<file path="src/rtl/uart_me_cmd_ctrl.sv">
// rtl/uart_me_cmd_ctrl.sv - ME-side UART command framer: sends {lo, hi, 0x0D}, optionally collects a 2-byte result
`timescale 1ns/1ps
module uart_me_cmd_ctrl #(
   parameter int INTER_BYTE_DELAY        = 1000000,
   parameter int WAIT_FOR_REGISTER_DELAY = 100,
   parameter int RESP_TIMEOUT            = 50000000
) (
   input  logic        CLK100MHZ,
   input  logic        CPU_RESETN,
   input  logic        send,
   input  logic [15:0] cmd_data,
   input  logic        expect_resp,
   output logic [7:0]  tx_data,
   output logic        tx_start,
   input  logic        tx_busy,
   input  logic [7:0]  rx_data,
   input  logic        rx_ready,
   output logic        busy,
   output logic [15:0] result,
   output logic        result_valid,
   output logic        timeout,
   output logic [3:0]  state
);

   typedef enum logic [3:0] {
      ST_IDLE    = 4'd0,
      ST_LOAD    = 4'd1,
      ST_START   = 4'd2,
      ST_WAIT_HI = 4'd3,
      ST_WAIT_LO = 4'd4,
      ST_GAP     = 4'd5,
      ST_RX_LO   = 4'd6,
      ST_RX_HI   = 4'd7,
      ST_DONE    = 4'd8
   } state_t;

   localparam logic [31:0] LOAD_LAST = 32'(WAIT_FOR_REGISTER_DELAY - 1);
   localparam logic [31:0] GAP_LAST  = 32'(INTER_BYTE_DELAY - 1);
   localparam logic [31:0] RESP_LAST = 32'(RESP_TIMEOUT - 1);
   localparam logic [31:0] HI_LAST   = 32'd15;
   localparam logic [7:0]  TERM_BYTE = 8'h0D;

   state_t      state_r;
   state_t      state_next;
   logic [31:0] cnt;
   logic [1:0]  k;
   logic [7:0]  cmd_hi;
   logic        exp_r;
   logic [7:0]  lo_r;

   logic load_done;
   logic gap_done;
   logic rx_expired;
   logic hi_expired;

   assign load_done  = (cnt == LOAD_LAST);
   assign gap_done   = (cnt == GAP_LAST);
   assign rx_expired = (cnt == RESP_LAST);
   assign hi_expired = (cnt == HI_LAST);

   assign state    = state_r;
   assign tx_start = (state_r == ST_START);
   assign busy     = (state_r != ST_IDLE);

   always_comb begin
      state_next = state_r;
      case (state_r)
         ST_IDLE:    if (send) state_next = ST_LOAD;
         ST_LOAD:    if (load_done) state_next = ST_START;
         ST_START:   state_next = ST_WAIT_HI;
         ST_WAIT_HI: if (tx_busy || hi_expired) state_next = ST_WAIT_LO;
         ST_WAIT_LO: begin
            if (!tx_busy) begin
               if (k != 2'd2)  state_next = ST_GAP;
               else if (exp_r) state_next = ST_RX_LO;
               else            state_next = ST_DONE;
            end
         end
         ST_GAP:     if (gap_done) state_next = ST_LOAD;
         // a byte arriving on the expiry cycle wins over the timeout
         ST_RX_LO: begin
            if (rx_ready)        state_next = ST_RX_HI;
            else if (rx_expired) state_next = ST_DONE;
         end
         ST_RX_HI:   if (rx_ready || rx_expired) state_next = ST_DONE;
         ST_DONE:    state_next = ST_IDLE;
         default:    state_next = ST_IDLE;
      endcase
   end

   always_ff @(posedge CLK100MHZ or negedge CPU_RESETN) begin
      if (!CPU_RESETN) begin
         state_r      <= ST_IDLE;
         cnt          <= '0;
         k            <= '0;
         cmd_hi       <= '0;
         exp_r        <= 1'b0;
         lo_r         <= '0;
         tx_data      <= '0;
         result       <= '0;
         result_valid <= 1'b0;
         timeout      <= 1'b0;
      end else begin
         state_r      <= state_next;
         result_valid <= 1'b0;
         timeout      <= 1'b0;
         // one shared counter; every timed state starts from zero on entry
         if (state_next != state_r) cnt <= '0;
         else if (state_r != ST_IDLE) cnt <= cnt + 32'd1;
         case (state_r)
            ST_IDLE: begin
               if (send) begin
                  cmd_hi  <= cmd_data[15:8];
                  exp_r   <= expect_resp;
                  k       <= 2'd0;
                  tx_data <= cmd_data[7:0];
               end
            end
            ST_GAP: begin
               if (gap_done) begin
                  k       <= k + 2'd1;
                  tx_data <= (k == 2'd0) ? cmd_hi : TERM_BYTE;
               end
            end
            ST_RX_LO: begin
               if (rx_ready)        lo_r    <= rx_data;
               else if (rx_expired) timeout <= 1'b1;
            end
            ST_RX_HI: begin
               if (rx_ready) begin
                  result       <= {rx_data, lo_r};
                  result_valid <= 1'b1;
               end else if (rx_expired) begin
                  timeout <= 1'b1;
               end
            end
            default: ;
         endcase
      end
   end

endmodule

</file>
<file path="config.mk">
export PLATFORM = sky130hd
export DESIGN_NAME = uart_me_cmd_ctrl
export DESIGN_NICKNAME = d
export VERILOG_FILES = /design/src/rtl/uart_me_cmd_ctrl.sv
export SDC_FILE = /design/constraint.sdc
export NUM_CORES = 1
export LEC_CHECK = 0
export CAP_MARGIN = 10
export CORE_MARGIN = 1.5
export CORE_UTILIZATION = 54
export DETAILED_ROUTE_END_ITERATION = 16
export GPL_ROUTABILITY_DRIVEN = 0
export MAX_ROUTING_LAYER = met4
export PLACE_DENSITY = 0.81
export RECOVER_POWER = 100
export SLEW_MARGIN = 20
export SYNTH_ARGS = -nofsm -noshare
export SYNTH_HDL_FRONTEND = slang
export SYNTH_SLANG_ARGS = --single-unit
</file>
<file path="constraint.sdc">
create_clock -name CLK100MHZ -period 3 [get_ports CLK100MHZ]
set_clock_uncertainty 0.1 [all_clocks]
set_input_delay 0.6 -clock CLK100MHZ [delete_from_list [all_inputs] [get_ports CLK100MHZ]]
set_output_delay 0.6 -clock CLK100MHZ [all_outputs]
set_load 0.01 [all_outputs]
</file>
==> reports/metrics.yaml, run 1 <==
status: "complete, but fails checks"
violations: "max-capacitance violations, max-slew violations"
drive_gt1_share_pct: 11.2
ir_drop_mv: 0.293
finalCritPeriodShare_pct: 89.5
pin_count: 62
core-area_mm2: 0.00737
vias: 3340
min_path_type: "register to register"
multi_input_area_mm2: 0.00194
portBuffers: 61
clk_path_buf_depth: 2
rrSetupSlack_ns: 0.31
fin_cells: 592
syn_area_per_cell_um2: 9.78
required_ns: 3.13
initial_utilization_pct: 56.7
period_needed_ns: 2.69
setup_ws_ns: 0.315
cts_tree: "done"
fp.dieH_um: 90.9
fin_tns_setup_ns: 0
cts_sinks: 81
p_leak_nw: 2.30
area.growth.synth_to_final_pct: 19.8
arrival_ns: 2.81
via_per_inst: 5.64
synth_edf_count: 0
synth_cell_types: 47
clock.fmax_mhz: 372
crit_chain: "ha_1 > nand4b_1 > or4_1 > nor3_2 > nor2_1 > nor4b_2 > clkbuf_2 > nor4b_1"
hold_viol: 0
post-place-ws_ns: 0.212
ys.flop_type: "dfrtp_1"
drtAntennaViolNets: 0
diodes: 0
power_density_mw_per_mm2: 631
clkSlewWorstSetupHoldPaths_ns: 0.09
dp_hpwl_um: 6230
drtPass1Iterations: 5
fillCellCount: 575
ys_async_sr_fraction_pct: 100
root_buffer: "clkbuf_8"
synth-seq-cells: 81
startpoint_type: "register"
htree_levels: 3
die_w_um: 90.9
clk_latency_ns: 0.35
slowest_delay_ns: 0.55
power.total_w: 0.00316
grt_pass1_vias: 3181
ys_warn_count: 0
cp-end-kind: "register"
grt_overflow: 0
nets: 521
worstMarginPinSlew_ns: 1.95
critical_path_class: "register to register"
cts_resized: 0
synthesis.area_mm2: 0.00418
placedCellCount: 576
post_drt_wl_per_cell_um: 15.3
slew_headroom_pct: -30.2
synth_nets: 460
drt-total-wl_um: 9060
dieArea_mm2: 0.00827
crit_slowest_cell: "or4_1"
rows: 31
netlist_instances: 427
setup_viol: 0
grt_pass1_wl_um: 15100
drt_iter0_drc: 210
cp_max_fo: 11
seq_area_frac_synth_pct: 48.5
cts_buffers: 9
slew_viol_final: 82
seqCellArea_mm2: 0.00203
post-cts-setup-buffers: 0
grtUsageTotal_pct: 23.5
maxCapViolCount: 1
grt_max_degree: 82
grt_antenna_before_repair: 0
cts_hold_buffers: 0
rsz0062_at_grt: "no"
drc: 0
[synthesized netlist by cell type (9+ instances only)]
| master | n | share of area [%] |
|---|---|---|
| nand3_1 | 23 | 2.8 |
| nand2_1 | 85 | 7.6 |
| nor3_1 | 29 | 3.5 |
| and3_1 | 13 | 1.9 |
| xor2_1 | 14 | 2.9 |
| o21ai_0 | 14 | 1.7 |
| xnor2_1 | 17 | 3.6 |
| dfrtp_1 | 81 | 49 |
| nor2_1 | 19 | 1.7 |
| nand4_1 | 15 | 2.2 |
| nor3_2 | 11 | 2.6 |
| mux2_2 | 17 | 4.6 |
| inv_1 | 9 | 0.81 |
[layer usage]
| metal | up-vias | routed length [um] | track usage, % |
|---|---|---|---|
| met3 | 8 | 410 | 5.53 |
| met1 | 1629 | 4040 | 30.9 |
| met2 | 74 | 4540 | 35.9 |
| met4 | 0 | 69 | 8.07 |
| met5 | - | 0 | - |
| li1 | 1629 | - | - |
[kinds of logic after synthesis]
kind of cell / synth area share [%]
AND/OR/NAND/NOR: 30.4
flip-flops: 48.5
AO/OA/AOI/OAI: 4.86
XOR/XNOR: 6.50
buffers and inverters: 4.02
multiplexers: 4.82
adder cells (fa/ha/maj): 0.899
[cells in the final DEF (no fill, tap or decap), types with 13 or more instances in the layout]
| cell | Yosys | layout |
|---|---|---|
| xnor2_1 | 17 | 17 |
| xor2_1 | 14 | 14 |
| dfrtp_1 | 81 | 81 |
| nand4_1 | 15 | 15 |
| nor3_1 | 29 | 35 |
| o21ai_0 | 14 | 14 |
| nor2_1 | 19 | 19 |
| and3_1 | 13 | 13 |
| clkdlybuf4s50_1 | 0 | 29 |
| nand2_1 | 85 | 85 |
| dlygate4sd3_1 | 0 | 31 |
| mux2_2 | 17 | 17 |
| nand3_1 | 23 | 24 |
[cell type report]
| class | count | share of cell area [%] |
|---|---|---|
| sequential | 81 | 40.5 |
| multi-input combinational | 315 | 38.8 |
| timing repair buffer | 71 | 13.6 |
| clock buffer | 10 | 2.55 |
| tap | 99 | 2.48 |
| clock inverter | 6 | 1.35 |
| inverter | 10 | 0.750 |
[stage by stage]
stage                     utilization (%)  area (um^2)  hold WS (ns)
after floorplan                         -         4180         0.204
after global placement               66.0         4860         0.342
after detailed placement             66.0         4860         0.350
after CTS                            68.7         5060         0.328
after global routing                 67.9         5000         0.399
final                                67.9         5000         0.367
[critical path: cells and delay by family (launching register included)]
family | cells | cell delay, ns
DFF | 1 | 0.43
buffers and inverters | 1 | 0.32
adders and majority gates | 1 | 0.26
and+or+nand+nor | 6 | 1.44
[registers in the layout, indices dropped and copies added, names as in the netlist]
| register | cells |
|---|---|
| k | 2 |
| tx_data | 8 |
| result_valid | 1 |
| timeout | 1 |
| cmd_hi | 8 |
| state | 4 |
| result | 16 |
| cnt | 32 |
| lo_r | 8 |
| exp_r | 1 |
[where the power goes]
part / switching (W) / internal [W] / leakage [nW] / total, W
clock network: 0.000401 / 0.000388 / 0.0929 / 0.000788
registers: 0.000135 / 0.00126 / 1.09 / 0.00140
logic: 0.000528 / 0.000444 / 1.12 / 0.000972
total: 0.00106 / 0.00209 / 2.30 / 0.00316
[worst paths after layout]
kind                       cells past startpoint    endpoint       start
setup / recovery                               8      cnt[1]      cnt[0]
hold / removal                                 2   result[4]     lo_r[4]
setup reg to reg                               8      cnt[1]      cnt[0]
hold reg to reg                                2   result[4]     lo_r[4]
max in group asynchronous                      1     cnt[10]  CPU_RESETN
min in group asynchronous                      1  result[14]  CPU_RESETN
Note: power is estimated with default switching activity, not from simulation.
==> run 2, diff against run 1 <==
--- a/config.mk
+++ b/config.mk
@@ -8,6 +8,7 @@
 export CAP_MARGIN = 10
 export CORE_MARGIN = 1.5
 export CORE_UTILIZATION = 54
+export CTS_CLUSTER_SIZE = 24
 export DETAILED_ROUTE_END_ITERATION = 16
 export GPL_ROUTABILITY_DRIVEN = 0
 export MAX_ROUTING_LAYER = met4
==> results of run 2 <==
No change in the layout: final DEF, timing and power equal those of run 1.
